### src/rtl/vga_fb_arbiter_pkg.sv
// Shared types and constants for the VGA framebuffer arbiter.
// Optional clear engine is built when FB_CLEAR_EN is defined.
package vga_fb_arbiter_pkg;

   // 640x480 @ 60 Hz timing, 25 MHz pixel clock
   localparam int H_VISIBLE = 640;
   localparam int H_FRONT   = 16;
   localparam int H_SYNC    = 96;
   localparam int H_BACK    = 48;
   localparam int H_TOTAL   = H_VISIBLE + H_FRONT + H_SYNC + H_BACK;
   localparam int V_VISIBLE = 480;
   localparam int V_FRONT   = 10;
   localparam int V_SYNC    = 2;
   localparam int V_BACK    = 33;
   localparam int V_TOTAL   = V_VISIBLE + V_FRONT + V_SYNC + V_BACK;

   // Default framebuffer geometry
   localparam int FB_ADDR_W = 15;
   localparam int FB_DATA_W = 8;

   typedef logic [FB_ADDR_W-1:0] fb_addr_t;
   typedef logic [FB_DATA_W-1:0] pix_t;

   // Owner of the RAM port in the current cycle
   typedef enum logic [1:0] {
      GNT_NONE,
      GNT_DISP,
      GNT_WR,
      GNT_CLR
   } grant_e;

   // Clear engine state, exported for observation
   typedef enum logic [1:0] {
      CLR_IDLE,
      CLR_SWEEP,
      CLR_DONE
   } clear_state_e;

endpackage

### src/rtl/vga_fb_arbiter_if.sv
// Game-logic writer port of the framebuffer arbiter.
// Handshake: the writer raises wr_req with wr_addr/wr_data valid and holds
// all three stable until it sees wr_gnt=1; wr_gnt is combinational and the
// write commits on the clock edge where wr_req && wr_gnt. wr_gnt is never
// asserted without wr_req.
interface vga_fb_arbiter_if #(
   parameter int ADDR_W = 15,
   parameter int DATA_W = 8
);
   logic              wr_req;
   logic [ADDR_W-1:0] wr_addr;
   logic [DATA_W-1:0] wr_data;
   logic              wr_gnt;

   modport master (output wr_req, output wr_addr, output wr_data, input wr_gnt);
   modport slave  (input wr_req, input wr_addr, input wr_data, output wr_gnt);
endinterface

### src/rtl/vga_fb_arbiter_fb_clear_engine.sv
// Clear engine: sweeps every framebuffer cell with a latched colour,
// advancing only in cycles where the arbiter leaves the RAM port free.
module vga_fb_arbiter_fb_clear_engine
   import vga_fb_arbiter_pkg::*;
#(
   parameter int ADDR_W   = 15,
   parameter int DATA_W   = 8,
   parameter int FB_CELLS = 19200
) (
   input  logic              clk,
   input  logic              rst,
   input  logic              start,
   input  logic [DATA_W-1:0] color,
   input  logic              slot_free,
   output logic              write_req,
   output logic [ADDR_W-1:0] addr,
   output logic [DATA_W-1:0] data,
   output logic              busy,
   output logic              done,
   output clear_state_e      state
);

   localparam logic [ADDR_W-1:0] LAST_ADDR = ADDR_W'(FB_CELLS - 1);

   clear_state_e      state_n;
   logic [ADDR_W-1:0] cnt_q, cnt_n;
   logic [DATA_W-1:0] color_q, color_n;

   // State, sweep counter and latched colour registers
   always_ff @(posedge clk or negedge rst) begin
      if (!rst) begin
         state   <= CLR_IDLE;
         cnt_q   <= '0;
         color_q <= '0;
      end else begin
         state   <= state_n;
         cnt_q   <= cnt_n;
         color_q <= color_n;
      end
   end

   // Next state and outputs; a start while not idle is dropped
   always_comb begin
      state_n   = state;
      cnt_n     = cnt_q;
      color_n   = color_q;
      write_req = 1'b0;
      busy      = 1'b0;
      done      = 1'b0;
      case (state)
         CLR_IDLE: begin
            if (start) begin
               color_n = color;
               cnt_n   = '0;
               state_n = CLR_SWEEP;
            end
         end
         CLR_SWEEP: begin
            write_req = 1'b1;
            busy      = 1'b1;
            if (slot_free) begin
               if (cnt_q == LAST_ADDR) state_n = CLR_DONE;
               else                    cnt_n   = cnt_q + 1'b1;
            end
         end
         CLR_DONE: begin
            done    = 1'b1;
            state_n = CLR_IDLE;
         end
         default: state_n = CLR_IDLE;
      endcase
   end

   assign addr = cnt_q;
   assign data = color_q;

endmodule

### src/rtl/vga_fb_arbiter.sv
// Framebuffer RAM port arbiter: display fetch > writer > clear engine.
// Pixel byte and sync/blank leave two cycles after the timing inputs.
// Define FB_CLEAR_EN to build the clear engine; otherwise clear_start and
// clear_color are ignored and clear_busy/clear_done stay low.
module vga_fb_arbiter
   import vga_fb_arbiter_pkg::*;
#(
   parameter int SCALE_SH = 2,
   parameter int FB_W     = H_VISIBLE >> SCALE_SH,
   parameter int FB_H     = V_VISIBLE >> SCALE_SH,
   parameter int ADDR_W   = 15,
   parameter int DATA_W   = 8
) (
   input  logic              clk_25,
   input  logic              rst,
   input  logic [9:0]        hs,
   input  logic [9:0]        vs,
   input  logic              vga_blk,
   input  logic              vga_hsync,
   input  logic              vga_vsync,
   vga_fb_arbiter_if.slave   wr,
   input  logic              clear_start,
   input  logic [DATA_W-1:0] clear_color,
   output logic              clear_busy,
   output logic              clear_done,
   output logic [ADDR_W-1:0] mem_addr,
   output logic              mem_we,
   output logic [DATA_W-1:0] mem_wdata,
   input  logic [DATA_W-1:0] mem_rdata,
   output logic [DATA_W-1:0] pix_data,
   output logic              hsync_d,
   output logic              vsync_d,
   output logic              blk_d,
   output clear_state_e      clear_state,
   output grant_e            grant
);

   localparam int FB_CELLS = FB_W * FB_H;

   logic              disp_slot;
   logic [ADDR_W-1:0] row, col, disp_addr;
   logic              clr_req;
   logic              clr_slot_free;
   logic [ADDR_W-1:0] clr_addr;
   logic [DATA_W-1:0] clr_data;
   logic              cap_q;
   logic [DATA_W-1:0] pix_q;
   logic              blk_p, hsync_p, vsync_p;

   // One fetch per cell column; the visible area never reaches the wrap point
   assign disp_slot = vga_blk && (hs[SCALE_SH-1:0] == '0);
   assign row       = ADDR_W'(vs >> SCALE_SH);
   assign col       = ADDR_W'(hs >> SCALE_SH);
   assign disp_addr = row * ADDR_W'(FB_W) + col;

   // The clear engine only advances when neither display nor writer wants the port
   assign clr_slot_free = rst && !disp_slot && !wr.wr_req;

`ifdef FB_CLEAR_EN
   vga_fb_arbiter_fb_clear_engine #(
      .ADDR_W   (ADDR_W),
      .DATA_W   (DATA_W),
      .FB_CELLS (FB_CELLS)
   ) u_clear (
      .clk       (clk_25),
      .rst       (rst),
      .start     (clear_start),
      .color     (clear_color),
      .slot_free (clr_slot_free),
      .write_req (clr_req),
      .addr      (clr_addr),
      .data      (clr_data),
      .busy      (clear_busy),
      .done      (clear_done),
      .state     (clear_state)
   );
`else
   logic              unused_clr_req;
   logic [ADDR_W-1:0] unused_clr_addr;
   logic [DATA_W-1:0] unused_clr_data;
   logic              unused_clr_busy;
   logic              unused_clr_done;
   clear_state_e      unused_clr_state;
   logic              unused_clear_in;

   // Engine kept permanently idle so its logic folds away to constants
   vga_fb_arbiter_fb_clear_engine #(
      .ADDR_W   (ADDR_W),
      .DATA_W   (DATA_W),
      .FB_CELLS (FB_CELLS)
   ) u_clear (
      .clk       (clk_25),
      .rst       (rst),
      .start     (1'b0),
      .color     ('0),
      .slot_free (clr_slot_free),
      .write_req (unused_clr_req),
      .addr      (unused_clr_addr),
      .data      (unused_clr_data),
      .busy      (unused_clr_busy),
      .done      (unused_clr_done),
      .state     (unused_clr_state)
   );

   assign unused_clear_in = ^{clear_start, clear_color};
   assign clr_req     = 1'b0;
   assign clr_addr    = '0;
   assign clr_data    = '0;
   assign clear_busy  = 1'b0;
   assign clear_done  = 1'b0;
   assign clear_state = CLR_IDLE;
`endif

   // Fixed-priority port mux; writes are suppressed entirely during reset
   always_comb begin
      grant     = GNT_NONE;
      mem_addr  = '0;
      mem_we    = 1'b0;
      mem_wdata = '0;
      wr.wr_gnt = 1'b0;
      if (rst) begin
         if (disp_slot) begin
            grant    = GNT_DISP;
            mem_addr = disp_addr;
         end else if (wr.wr_req) begin
            grant     = GNT_WR;
            wr.wr_gnt = 1'b1;
            mem_we    = 1'b1;
            mem_addr  = wr.wr_addr;
            mem_wdata = wr.wr_data;
         end else if (clr_req) begin
            grant     = GNT_CLR;
            mem_we    = 1'b1;
            mem_addr  = clr_addr;
            mem_wdata = clr_data;
         end
      end
   end

   // Two-stage pixel pipeline: RAM read cycle, then capture; sync/blank follow
   always_ff @(posedge clk_25 or negedge rst) begin
      if (!rst) begin
         cap_q   <= 1'b0;
         pix_q   <= '0;
         blk_p   <= 1'b0;
         blk_d   <= 1'b0;
         hsync_p <= 1'b1;
         hsync_d <= 1'b1;
         vsync_p <= 1'b1;
         vsync_d <= 1'b1;
      end else begin
         cap_q   <= disp_slot;
         if (cap_q) pix_q <= mem_rdata;
         blk_p   <= vga_blk;
         blk_d   <= blk_p;
         hsync_p <= vga_hsync;
         hsync_d <= hsync_p;
         vsync_p <= vga_vsync;
         vsync_d <= vsync_p;
      end
   end

   assign pix_data = blk_d ? pix_q : '0;

endmodule

### src/flat_wrapper.sv
// flat-port wrapper written by rule: the top's interface ports become plain ports
module vga_fb_arbiter_flat import vga_fb_arbiter_pkg::*;
#(
   parameter int SCALE_SH = 2,
   parameter int FB_W     = H_VISIBLE >> SCALE_SH,
   parameter int FB_H     = V_VISIBLE >> SCALE_SH,
   parameter int ADDR_W   = 15,
   parameter int DATA_W   = 8
)
  (clk_25, rst, hs, vs, vga_blk, vga_hsync, vga_vsync, clear_start, clear_color, clear_busy, clear_done, mem_addr, mem_we, mem_wdata, mem_rdata, pix_data, hsync_d, vsync_d, blk_d, clear_state, grant, wr_wr_req, wr_wr_addr, wr_wr_data, wr_wr_gnt);
  vga_fb_arbiter_if #(.ADDR_W(ADDR_W), .DATA_W(DATA_W)) wr_i ();
  input  logic clk_25;
  input  logic rst;
  input  logic [9:0] hs;
  input  logic [9:0] vs;
  input  logic vga_blk;
  input  logic vga_hsync;
  input  logic vga_vsync;
  input  logic clear_start;
  input  logic [DATA_W-1:0] clear_color;
  output logic clear_busy;
  output logic clear_done;
  output logic [ADDR_W-1:0] mem_addr;
  output logic mem_we;
  output logic [DATA_W-1:0] mem_wdata;
  input  logic [DATA_W-1:0] mem_rdata;
  output logic [DATA_W-1:0] pix_data;
  output logic hsync_d;
  output logic vsync_d;
  output logic blk_d;
  output clear_state_e clear_state;
  output grant_e grant;
  input wire logic [$bits(wr_i.wr_req)-1:0] wr_wr_req;
  input wire logic [$bits(wr_i.wr_addr)-1:0] wr_wr_addr;
  input wire logic [$bits(wr_i.wr_data)-1:0] wr_wr_data;
  output wire logic [$bits(wr_i.wr_gnt)-1:0] wr_wr_gnt;
  assign wr_i.wr_req = wr_wr_req;
  assign wr_i.wr_addr = wr_wr_addr;
  assign wr_i.wr_data = wr_wr_data;
  assign wr_wr_gnt = wr_i.wr_gnt;
  vga_fb_arbiter #(.SCALE_SH(SCALE_SH), .FB_W(FB_W), .FB_H(FB_H), .ADDR_W(ADDR_W), .DATA_W(DATA_W)) u_core (.clk_25(clk_25), .rst(rst), .hs(hs), .vs(vs), .vga_blk(vga_blk), .vga_hsync(vga_hsync), .vga_vsync(vga_vsync), .wr(wr_i), .clear_start(clear_start), .clear_color(clear_color), .clear_busy(clear_busy), .clear_done(clear_done), .mem_addr(mem_addr), .mem_we(mem_we), .mem_wdata(mem_wdata), .mem_rdata(mem_rdata), .pix_data(pix_data), .hsync_d(hsync_d), .vsync_d(vsync_d), .blk_d(blk_d), .clear_state(clear_state), .grant(grant));
endmodule
### config.mk
export PLATFORM = sky130hd
export DESIGN_NAME = vga_fb_arbiter_flat
export DESIGN_NICKNAME = d
export VERILOG_FILES = /design/src/rtl/vga_fb_arbiter_pkg.sv /design/src/rtl/vga_fb_arbiter_if.sv /design/src/rtl/vga_fb_arbiter_fb_clear_engine.sv /design/src/rtl/vga_fb_arbiter.sv /design/src/flat_wrapper.sv
export SDC_FILE = /design/constraint.sdc
export NUM_CORES = 1
export LEC_CHECK = 0
export ABC_AREA = 1
export BUFFER_PORTS_ARGS = -buffer_cell sky130_fd_sc_hd__buf_2
export CAP_MARGIN = 25
export CORE_MARGIN = 8
export CORE_UTILIZATION = 44
export DETAILED_ROUTE_END_ITERATION = 6
export PLACE_DENSITY_LB_ADDON = 0.12
export REMOVE_ABC_BUFFERS = 1
export SLEW_MARGIN = 15
export SYNTH_ARGS = -nofsm -noshare
export SYNTH_HDL_FRONTEND = slang
export SYNTH_SLANG_ARGS = --single-unit
### constraint.sdc
create_clock -name clk_25 -period 4.77 [get_ports clk_25]
set_input_delay 0.954 -clock clk_25 [delete_from_list [all_inputs] [get_ports clk_25]]
set_output_delay 0.954 -clock clk_25 [all_outputs]
set_load 0.01 [all_outputs]
**After elaboration in Yosys (flattened, before gate mapping)**

Index checks and enable logic that the tools add are counted.

- $add $sub $neg: 1
- Reduce and logical (&&, ||, !) cells: 2
- $mul: 1
- Multiplexer cells: 13

Operators by type and width:

| operator | count |
|---|---|
| $mux W15 | 3 |
| $mux W8 | 4 |
| $add A15 B8 Y15 | 1 |
| $mul A8 B3 Y10 const B | 1 |
| $mux W2 | 3 |
| $mux W1 | 3 |
| $logic_not A2 Y1 | 1 |
| $logic_and A1 B1 Y1 | 1 |

- Flip-flop bits (word level): 15
- Bits of input ports: 66
- Logic and storage cells: 25

**Logic depth before layout (Yosys ltp)**

- Depth after elaboration: 4
- Depth in mapped cells: 14
- Gate-level depth less buffers: 14

**Worst setup path before layout**

Ideal clock, no wire load.

- Path type: input port to output port
- From: input port vs[3]
- To: output port mem_addr[12]
- Required time: 3.816 ns
- Stages on the path: 11
- Path slack: 1.067 ns
- Data arrival time: 2.749 ns
- Path through: ha_1 -> ha_1 -> inv_1 -> fa_1 -> nor2_1 -> nand3_1 -> nand2_1 -> nand2_1 -> nor2_1 -> o21ai_0 -> o21ai_0

- Word-level cells in the longest chain between the ends: 4

Ends and longest elaborated chain:

| what | RTL line | RTL |
|---|---|---|
| start, declared | flat_wrapper.sv:15 | `input logic [9:0] vs;` |
| $mul A8 B3 Y10 | vga_fb_arbiter.sv:54 | `assign disp_addr = row * ADDR_W'(FB_W) + col;` |
| $add A15 B8 Y15 | vga_fb_arbiter.sv:54 |  |
| $mux W15 | vga_fb_arbiter.sv:122 | `if (disp_slot) begin` |
| $mux W15 | vga_fb_arbiter.sv:121 | `if (rst) begin` |
| end, declared | flat_wrapper.sv:23 | `output logic [ADDR_W-1:0] mem_addr;` |

Every way passes these cells.

**Worst setup path after layout**

- From: input port vs[3]
- To: output port mem_addr[14]

Same word-level chain as after synthesis.

==> results.sh <==
export IMPL_arrival_ps=3120
export IMPL_vias=1565
export IMPL_diodes=0
export IMPL_rsz0062_at_grt="false"
export IMPL_grt_start_max_net_pins=19
export IMPL_max_freq_ghz=0.246
export IMPL_rr_startpoint="u_core.cap_q$_DFF_PN0_"
export IMPL_antenna_found_initial=0
export IMPL_period_share=0.853
export IMPL_required_ps=3820
export IMPL_antenna_left=0
export IMPL_finalSetupTns_ps=0
export IMPL_irDropWorstVdd_mv=0.162
export IMPL_start_util=0.447
export IMPL_clockBufferDepth=2
export IMPL_synth_edf_count=0
export IMPL_clkSinkCount=15
export IMPL_critPathLaunchType="primary input"
export IMPL_path_class="primary input to output pin"
export IMPL_syn_area_um2=1460
export IMPL_die_area_um2=5410
export IMPL_r2r_end="u_core.pix_q[3]$_DFFE_PN0P_"
export IMPL_dp_hpwl_um=3680
export IMPL_synth_simple_area_share=0.276
export IMPL_fin_worst_skew_ps=3.30
export IMPL_drt_iter0_drc=34
export IMPL_min_to="u_core.hsync_d$_DFF_PN1_"
export IMPL_holdCritStartpoint="u_core.hsync_p$_DFF_PN1_"
export IMPL_hold_buffers=0
export IMPL_drt_total_wl_um=4160
export IMPL_post_cts_repair_setup_buffers=0
export IMPL_yosys_area_share_xor_xnor=0.00601
export IMPL_critical_path_max_fanout=3
export IMPL_hold_viol_final=0
export IMPL_yosysUniqueCellTypes=27
export IMPL_gp_congestion=0.780
export IMPL_ios=108
export IMPL_power_density_nw_per_um2=205
export IMPL_drv_cap=0
export IMPL_whs_ps=361
export IMPL_clk_pin_slew_ps=90
export IMPL_nFillCells=359
export IMPL_drt_vias_per_instance=4.66
export IMPL_insertion_delay_ps=280
export IMPL_rr_worst_depth=1
export IMPL_holdCritPathClass="flop to flop"
export IMPL_regArea_um2=380
export IMPL_synth_top_cell_by_area="dfrtp_1"
export IMPL_syn_to_final_growth_pct=33.3
export IMPL_multi_input_area_um2=875
export IMPL_layout_min_cycle_time_ps=4070
export IMPL_netlist_top_cells_count="nand2_1, inv_1, nor2_1"
export IMPL_first_global_vias=1474
export IMPL_cts_tree="built"
export IMPL_synthMuxAreaShare=0.0618
export IMPL_dr_pass1_iters=4
export IMPL_ys_warn_count=0
export IMPL_ys_seq_elements=15
export IMPL_hold_depth=0
export IMPL_status="finished, final reports clean"
export IMPL_grt_ovfl_total=0
export IMPL_drc=0
export IMPL_worst_r2r_setup_slack_ps=3740
export IMPL_die_w_um=73.6
export IMPL_cts_root_buf="clkbuf_4"
export IMPL_cellLeakagePower_nw=1.24
export IMPL_syn_inst=201
export IMPL_coreArea_um2=3260
export IMPL_post_synth_top_area_fraction=0.189
export IMPL_end_kind="output pin"
export IMPL_final_nets=374
export IMPL_seq_area_frac_synth=0.261
export IMPL_avgSynthCellArea_um2=7.25
export IMPL_portBuffers=92
export IMPL_synth_area_leaders="dfrtp_1, nand2_1, ha_1"
export IMPL_numCtsBuffers=3
export IMPL_yosys_cell_count_top_type="nand2_1"
export IMPL_finalMaxSlewViolations=0
export IMPL_synthArstFlopShare=1.00
export IMPL_track_usage=0.154
export IMPL_die_h_um=73.6
export IMPL_finalSetupViolCount=0
export IMPL_wl_per_cell_um=12.4
export IMPL_cts_resized=0
export IMPL_rows=21
export IMPL_drive_above_1_share=0.386
export IMPL_synth_compound_area_frac=0.0901
export IMPL_htree_levels=1
export IMPL_synth_fa_ha_area_frac=0.156
export IMPL_synth_top_family_by_area="simple AND/OR/NAND/NOR gates"
export IMPL_synth_main_ff_cell="dfrtp_1"
export IMPL_grt_pass1_wl_um=6710
-- worst max-delay path, cell delays in order --
cell,delay [ps]
buf_2,130
ha_1,290
ha_1,230
inv_1,70
fa_1,420
nor2_1,150
nand3_1,90
nand2_1,110
nand2_1,80
nor2_1,160
nand3_1,90
nand2_1,60
nand3_1,70
nand2_1,80
buf_2,120
-- placed cells by master (no fill, tap or decap), types with 2 or more instances in the layout --
master / count
ha_1: 15
buf_2: 92
nand4_1: 3
conb_1: 4
a21oi_1: 4
a22o_1: 7
o21ai_0: 5
nand2_1: 53
mux2_2: 8
dfrtp_1: 11
fa_1: 2
nor2_1: 16
dfstp_2: 4
nand3_1: 15
inv_1: 37
clkbuf_4: 3
-- cells by family (layout without fill, tap and decap cells) --
group / count (synthesis) / in the layout
flip-flops: 15 / 15
multiplexers: 8 / 8
adder cells (fa/ha/maj): 17 / 17
AO/OA/AOI/OAI: 19 / 19
buffers and inverters: 48 / 134
other: 1 / 4
XOR/XNOR: 1 / 1
AND/OR/NAND/NOR: 92 / 92
-- power breakdown --
part | switching, mW | internal (mW)
combinational | 0.0965 | 0.0790
clock | 0.0393 | 0.0311
sequential | 0.00823 | 0.144
total | 0.144 | 0.254
-- registers in the layout (all words and copies together), names as in the netlist --
signal          count
u_core.hsync_d      1
u_core.blk_d        1
u_core.cap_q        1
u_core.pix_q        8
u_core.vsync_d      1
u_core.vsync_p      1
u_core.blk_p        1
u_core.hsync_p      1
-- stage by stage --
| step | instance area (um^2) | util | cells | worst slack (ps) | power, mW |
|---|---|---|---|---|---|
| 3_5_place_dp | 1920 | 0.588 | 332 | 703 | 0.333 |
| 4_1_cts | 1940 | 0.596 | 336 | 704 | 0.404 |
| 6_report | 1940 | 0.596 | 336 | 701 | 0.398 |
| 2_1_floorplan | 1400 | - | 194 | 1050 | 0.264 |
| 5_1_grt | 1940 | 0.596 | 336 | 471 | 0.438 |
| 3_3_place_gp | 1920 | 0.588 | 332 | 754 | 0.329 |
-- worst max-delay path by stage --
| stage | from | end | cells past startpoint |
|---|---|---|---|
| 2_1_floorplan | vs[3] | mem_addr[12] | 11 |
| 3_3_place_gp | vs[3] | mem_addr[14] | 15 |
| 3_5_place_dp | vs[3] | mem_addr[14] | 15 |
| 4_1_cts | vs[3] | mem_addr[14] | 15 |
| 5_1_grt | vs[3] | mem_addr[12] | 13 |
| 6_report | vs[3] | mem_addr[14] | 15 |
-- cell type report --
type / count / share of cell area
inverter: 38 / 0.0734
tap: 46 / 0.0296
multi-input combinational: 141 / 0.450
timing repair buffer: 92 / 0.237
clock buffer: 3 / 0.0116
clock inverter: 1 / 0.00258
sequential: 15 / 0.196
-- layer usage --
layer	share of wire	GRT usage	vias up	wire, um
met4	0.0046	0.0333	0	19
li1	-	-	806	-
met2	0.45	0.263	74	1850
met1	0.41	0.176	683	1730
met5	0	0	-	0
met3	0.14	0.0587	2	562
(Power assumes the default switching activity.)
